==> config.mk <==
export PLATFORM = sky130hd
export DESIGN_NAME = branch_ctrl_flat
export DESIGN_NICKNAME = d
export VERILOG_FILES = /design/src/rtl/branch_ctrl_if.sv /design/src/rtl/branch_ctrl.sv /design/src/flat_wrapper.sv
export SDC_FILE = /design/constraint.sdc
export NUM_CORES = 1
export LEC_CHECK = 0
export BUFFER_PORTS_ARGS = -buffer_cell sky130_fd_sc_hd__buf_2
export CAP_MARGIN = 15
export CORE_MARGIN = 2
export CORE_UTILIZATION = 35
export CTS_CLUSTER_SIZE = 24
export DETAILED_ROUTE_END_ITERATION = 16
export GPL_TIMING_DRIVEN = 0
export HOLD_SLACK_MARGIN = 0.12
export SYNTH_ARGS = -nofsm -noshare
export SYNTH_HDL_FRONTEND = slang
export SYNTH_SLANG_ARGS = --single-unit
==> constraint.sdc <==
create_clock -name clk -period 2.5 [get_ports clk]
set_clock_uncertainty 0.1 [all_clocks]
set_input_delay 0.25 -clock clk [delete_from_list [all_inputs] [get_ports clk]]
set_output_delay 0.25 -clock clk [all_outputs]
set_load 0.03 [all_outputs]
==> src/rtl/branch_ctrl_if.sv <==
// ============================================================================
// Module : branch_ctrl_if
// Brief  : ID-stage branch control bundle between decode/decision logic and
//          the branch resolution controller.
// Rev    : 1.0  initial release
// ============================================================================
`default_nettype none

interface branch_ctrl_if #(
  parameter int CW = 16
);
  logic          id_valid;
  logic          id_ctrl;
  logic          opnd_busy;
  logic          take;
  logic [31:0]   target;
  logic          pipe_flush;
  logic          stall_id;
  logic          redirect;
  logic [31:0]   redirect_pc;
  logic          squash_if;
  logic [CW-1:0] br_count;
  logic [CW-1:0] taken_count;
  logic          wait_timeout;

  // Decode/hazard side drives the request, the controller answers.
  modport master (
    output id_valid, id_ctrl, opnd_busy, take, target, pipe_flush,
    input  stall_id, redirect, redirect_pc, squash_if,
           br_count, taken_count, wait_timeout
  );

  modport slave (
    input  id_valid, id_ctrl, opnd_busy, take, target, pipe_flush,
    output stall_id, redirect, redirect_pc, squash_if,
           br_count, taken_count, wait_timeout
  );
endinterface

`default_nettype wire

==> src/rtl/branch_ctrl.sv <==
// ============================================================================
// Module : branch_ctrl
// Brief  : Holds ID on in-flight branch operands, resolves control transfers,
//          issues a one-cycle PC redirect/IF squash and keeps branch stats.
// Rev    : 1.0  initial release
// ============================================================================
`default_nettype none

module branch_ctrl #(
  parameter int CW       = 16,
  parameter int MAX_WAIT = 8
) (
  input  logic          clk,
  input  logic          rst,
  branch_ctrl_if.slave  bus
);

  localparam int                  c_wait_w   = (MAX_WAIT < 2) ? 1 : $clog2(MAX_WAIT + 1);
  localparam logic [c_wait_w-1:0] c_max_wait = c_wait_w'(MAX_WAIT);
  localparam logic [c_wait_w-1:0] c_wait_one = c_wait_w'(1);
  localparam logic [CW-1:0]       c_cnt_max  = '1;
  localparam logic [CW-1:0]       c_cnt_one  = CW'(1);

  typedef enum logic [1:0] {
    ST_IDLE   = 2'd0,
    ST_WAIT   = 2'd1,
    ST_SQUASH = 2'd2
  } state_t;

  state_t              r_state;
  logic [c_wait_w-1:0] r_wait_cnt;
  logic                r_redirect;
  logic                r_squash_if;
  logic [31:0]         r_redirect_pc;
  logic [CW-1:0]       r_br_count;
  logic [CW-1:0]       r_taken_count;
  logic                r_wait_timeout;

  logic                w_req;
  logic [c_wait_w-1:0] w_wait_nxt;

  assign w_req = bus.id_valid & bus.id_ctrl;

  // Entering WAIT starts the count at 1; staying in WAIT saturates at MAX_WAIT.
  assign w_wait_nxt = (r_state != ST_WAIT)       ? c_wait_one :
                      (r_wait_cnt == c_max_wait) ? r_wait_cnt :
                                                   r_wait_cnt + c_wait_one;

  // The ID instruction seen during SQUASH is wrong-path, so it never stalls.
  assign bus.stall_id = !rst & w_req & bus.opnd_busy &
                        (r_state != ST_SQUASH) & !bus.pipe_flush;

  always_ff @(posedge clk) begin
    if (rst) begin
      r_state        <= ST_IDLE;
      r_wait_cnt     <= '0;
      r_redirect     <= 1'b0;
      r_squash_if    <= 1'b0;
      r_redirect_pc  <= '0;
      r_br_count     <= '0;
      r_taken_count  <= '0;
      r_wait_timeout <= 1'b0;
    end else if (bus.pipe_flush) begin
      r_state     <= ST_IDLE;
      r_wait_cnt  <= '0;
      r_redirect  <= 1'b0;
      r_squash_if <= 1'b0;
    end else begin
      r_redirect  <= 1'b0;
      r_squash_if <= 1'b0;
      case (r_state)
        ST_IDLE, ST_WAIT: begin
          if (!w_req) begin
            r_state    <= ST_IDLE;
            r_wait_cnt <= '0;
          end else if (bus.opnd_busy) begin
            r_state    <= ST_WAIT;
            r_wait_cnt <= w_wait_nxt;
            if (w_wait_nxt == c_max_wait) begin
              r_wait_timeout <= 1'b1;
            end
          end else begin
            r_wait_cnt <= '0;
            if (r_br_count != c_cnt_max) begin
              r_br_count <= r_br_count + c_cnt_one;
            end
            if (bus.take) begin
              if (r_taken_count != c_cnt_max) begin
                r_taken_count <= r_taken_count + c_cnt_one;
              end
              r_redirect    <= 1'b1;
              r_squash_if   <= 1'b1;
              r_redirect_pc <= bus.target;
              r_state       <= ST_SQUASH;
            end else begin
              r_state <= ST_IDLE;
            end
          end
        end
        ST_SQUASH: begin
          r_state    <= ST_IDLE;
          r_wait_cnt <= '0;
        end
        default: begin
          r_state    <= ST_IDLE;
          r_wait_cnt <= '0;
        end
      endcase
    end
  end

  assign bus.redirect     = r_redirect;
  assign bus.squash_if    = r_squash_if;
  assign bus.redirect_pc  = r_redirect_pc;
  assign bus.br_count     = r_br_count;
  assign bus.taken_count  = r_taken_count;
  assign bus.wait_timeout = r_wait_timeout;

endmodule

`default_nettype wire
==> src/flat_wrapper.sv <==
// flat-port wrapper written by rule: the top's interface ports become plain ports
module branch_ctrl_flat 
#(
  parameter int CW       = 16,
  parameter int MAX_WAIT = 8
)
  (clk, rst, bus_id_valid, bus_id_ctrl, bus_opnd_busy, bus_take, bus_target, bus_pipe_flush, bus_stall_id, bus_redirect, bus_redirect_pc, bus_squash_if, bus_br_count, bus_taken_count, bus_wait_timeout);
  branch_ctrl_if #(.CW(CW)) bus_i ();
  input  logic clk;
  input  logic rst;
  input wire logic [$bits(bus_i.id_valid)-1:0] bus_id_valid;
  input wire logic [$bits(bus_i.id_ctrl)-1:0] bus_id_ctrl;
  input wire logic [$bits(bus_i.opnd_busy)-1:0] bus_opnd_busy;
  input wire logic [$bits(bus_i.take)-1:0] bus_take;
  input wire logic [$bits(bus_i.target)-1:0] bus_target;
  input wire logic [$bits(bus_i.pipe_flush)-1:0] bus_pipe_flush;
  output wire logic [$bits(bus_i.stall_id)-1:0] bus_stall_id;
  output wire logic [$bits(bus_i.redirect)-1:0] bus_redirect;
  output wire logic [$bits(bus_i.redirect_pc)-1:0] bus_redirect_pc;
  output wire logic [$bits(bus_i.squash_if)-1:0] bus_squash_if;
  output wire logic [$bits(bus_i.br_count)-1:0] bus_br_count;
  output wire logic [$bits(bus_i.taken_count)-1:0] bus_taken_count;
  output wire logic [$bits(bus_i.wait_timeout)-1:0] bus_wait_timeout;
  assign bus_i.id_valid = bus_id_valid;
  assign bus_i.id_ctrl = bus_id_ctrl;
  assign bus_i.opnd_busy = bus_opnd_busy;
  assign bus_i.take = bus_take;
  assign bus_i.target = bus_target;
  assign bus_i.pipe_flush = bus_pipe_flush;
  assign bus_stall_id = bus_i.stall_id;
  assign bus_redirect = bus_i.redirect;
  assign bus_redirect_pc = bus_i.redirect_pc;
  assign bus_squash_if = bus_i.squash_if;
  assign bus_br_count = bus_i.br_count;
  assign bus_taken_count = bus_i.taken_count;
  assign bus_wait_timeout = bus_i.wait_timeout;
  branch_ctrl #(.CW(CW), .MAX_WAIT(MAX_WAIT)) u_core (.clk(clk), .rst(rst), .bus(bus_i));
endmodule
==> results.cfg <==
[run_status]
outcome = finished clean

[yosys]
async_flop_share_pct = 0
post_synth_inst_count = 358
yosys_warnings = 0
syn-cell-area_mm2 = 0.003019
synth.ff_latch_count = 71
synth_cell_type_count = 40
avgSynthCellArea_um2 = 8.433
ys_seq_area_share_pct = 47.08
mappedNetlistNets = 401
synth_enable_flop_cells = 0
postSynth.topFlopCell = dfxtp_1
proportion_of_netlist_area_held_by_the_largest_area_contributor_pct = 47.08
synthDominantAreaCellType = dfxtp_1
synth_top_cells_by_area = dfxtp_1, nand2_1, a21oi_1

[floorplanning]
initial_utilization_pct = 36.38
die_height_um = 96.88
design.portCount = 107
coreArea_mm2 = 0.008299
num_rows = 33
floorplan.die.width_um = 96.88
area_enclosed_by_the_die_boundary_mm2 = 0.009385

[worst_setup_path]
ff2ff_setup_slack_ns = 0.48
crit_slowest_cell = or4_1
critical_path_depth = 7
cp_data_required_time_ns = 2.61
worstPathMaxFanout = 7
crit-reg2reg-capture = u_core.bus.taken_count[1]
cp-start-kind = flip-flop
cp_slowest_stage_delay_ns = 0.50
ordered_cell_list_for_the_critical_path = ha_1 -> inv_1 -> or4_1 -> buf_2 -> o21ai_2 -> mux2i_1 -> nor2_1
timing.critical_path.max_delay_family = simple AND/OR/NAND/NOR gates
critPathCaptureType = flip-flop
reg2reg_from = u_core.bus.taken_count[0]
worst_r2r_path_depth = 7
critical_path.n_buffers_inverters = 2
worst_ep_arrival_time_ns = 2.13
criticalPathCategory = flip-flop to flip-flop

[clock_network]
cts_tree = yes
postCtsSetupBuffers = 0
cts-buffers-inserted = 9
clk_path_buf_depth = 2
cts.htree.levels = 3
cts.clk_slew.worst_paths_ns = 0.07
ctsRootBufferMaster = clkbuf_8
cts_sinks = 71
latest_clock_arrival_within_the_worst_skew_pair_ns = 0.34

[routing]
drt.antenna.violating_nets = 0
drt_drc_violations_left = 0
wl_mm = 7.948
drtIter0Drc = 63
via_per_inst = 4.787
avg_wl_per_cell_um = 12.90
drt_pass1_iterations = 4
route.vias.total = 2949

[grt]
vias_in_the_first_global_route = 2735
global_route_wire_length_before_repair_mm = 12.89
largest_net_degree_at_the_start_of_global_routing = 13
grt-ovfl-total = 0
grt_antenna_before_repair = 0
gr-usage-all-layers_pct = 16.83

[power]
power_density_mw_per_mm2 = 602.5
power.ir.vdd_worst_mv = 0.2870
total_leakage_power_nw = 1.797
power.total_mw = 2.581

[timing]
fmaxAchievable_ghz = 0.4963
fin_setup_tns_ns = 0
rsz0062_at_grt = no
worst_case_headroom_to_the_max_slew_limit_pct = 59.68
maxSlewViolCount = 0
worst_pin_slew_ns = 0.6026
min_period_ns = 2.015
number_of_setup_violations_in_the_final_report = 0
report.final.hold_viol_count = 0
final.period_utilization_pct = 80.60

[finish]
antenna-diode-count = 0
final.fill_count = 803
post_layout_nets = 550
area_delta_synth_final_pct = 41.86
multi_input_combinational_cell_area_mm2 = 0.001500
layout.area.seq_mm2 = 0.001421
drive_above_1_share_pct = 26.22

[worst_hold_path]
hp-class = input port to flip-flop
hold_path_end = u_core.bus.taken_count[15]
hold_path_depth = 3
min-delay-start = rst

[run]
cap_viol_max_count = 0

[place]
globalplace.congestion = 0.7935
io_buffers = 106
dp_hpwl_mm = 5.575
power by group:
part / switching [mW] / internal [mW]
combinational: 0.0738 / 0.0732
sequential: 0.00507 / 1.14
clock: 0.431 / 0.859
total: 0.510 / 2.07
cell usage in the layout, fill, tap and decap left out, types with 2 or more instances in the layout:
master,instances
xor2_1,15
buf_1,3
nor4_1,2
xnor2_1,12
nand4_1,10
ha_1,4
nand2b_1,5
dlygate4sd3_1,32
a211oi_1,2
dfxtp_1,71
nor3_2,2
clkbuf_1,11
nor3_1,9
or4_1,2
a21oi_1,37
clkbuf_8,9
nand3b_1,2
inv_1,6
and2_1,6
and4_1,7
nand3_1,16
nor2_1,34
buf_2,109
nor2b_1,3
nand2_1,76
and3_1,3
bufinv_16,5
a31oi_1,2
what timing repair did:
| action | in CTS | in global routing |
|---|---|---|
| gates resized for setup | 0 | 0 |
| hold buffers | 32 | 0 |
| endpoints found under the hold margin | 32 | 0 |
final cells by class:
type,instances,area share [%]
Clock buffer,9,2.892
Clock inverter,6,3.681
Buffer,18,1.753
Timing Repair Buffer,138,19.87
Tap cell,105,3.067
Sequential cell,71,33.19
Multi-Input combinational cell,263,35.03
Inverter,6,0.5259
cells by family (layout without fill, tap and decap cells):
family	after synthesis	count (layout)	share of synthesized area (%)
and+or+nand+nor	186	186	31.70
DFF	71	71	47.08
AOI/OAI and AO/OA	44	44	7.791
xor gates and xnor gates	27	27	7.833
buffers and inverters	24	177	3.232
adders and majority gates	4	4	1.658
muxes	2	2	0.7045
state kept, by name, summed over array words and instances (netlist names):
register and count:
u_core.bus.taken_count 16, u_core.r_state 2, u_core.bus.br_count 16, u_core.bus.wait_timeout 1, u_core.bus.redirect_pc 32, u_core.r_wait_cnt 4
worst max path at each step:
stage | startpoint | endpoint
after detailed placement | u_core.bus.taken_count[0] | u_core.bus.taken_count[1]
after global routing | u_core.bus.taken_count[0] | u_core.bus.taken_count[1]
final | u_core.bus.taken_count[0] | u_core.bus.taken_count[1]
after global placement | u_core.bus.taken_count[0] | u_core.bus.taken_count[1]
after CTS | u_core.bus.taken_count[0] | u_core.bus.taken_count[1]
after floorplan | u_core.bus.taken_count[0] | u_core.bus.taken_count[1]
worst min-delay path: cells and delay by family:
family        cells  cell delay, ns
buf+inv           1            0.15
simple gates      2            0.16
through the flow:
step           instances  area (um^2)  hold WS (ns)  setup slack (ns)  util (%)
2_1_floorplan        358         3019        0.2860            0.4123         -
4_1_cts              616         4283        0.1558            0.4772     51.61
3_5_place_dp         569         3681        0.3453            0.4777     44.35
5_1_grt              616         4283        0.1855            0.3883     51.61
6_report             616         4283        0.1776            0.4850     51.61
3_3_place_gp         569         3681        0.3393            0.4926     44.35
metal layers:
| metal | wire length, um | vias to the layer above | global-route usage (%) |
|---|---|---|---|
| met5 | 0 | - | 0 |
| met4 | 300 | 0 | 10.08 |
| met3 | 334 | 23 | 3.468 |
| met2 | 3672 | 83 | 26.39 |
| met1 | 3640 | 1339 | 21.27 |
| li1 | - | 1504 | - |
synth_stat cells (all sizes together) (3+ instances only):
cell type and instances:
nand2 76, dfxtp 71, a21oi 37, nor2 34, nand3 16, xor2 15
xnor2 12, clkbuf 11, nor3 11, nand4 10, and4 7, buf 7
and2 6, inv 6, nand2b 5, ha 4, and3 3, nor2b 3
or4 3
Power figures use the tool's default switching activity.
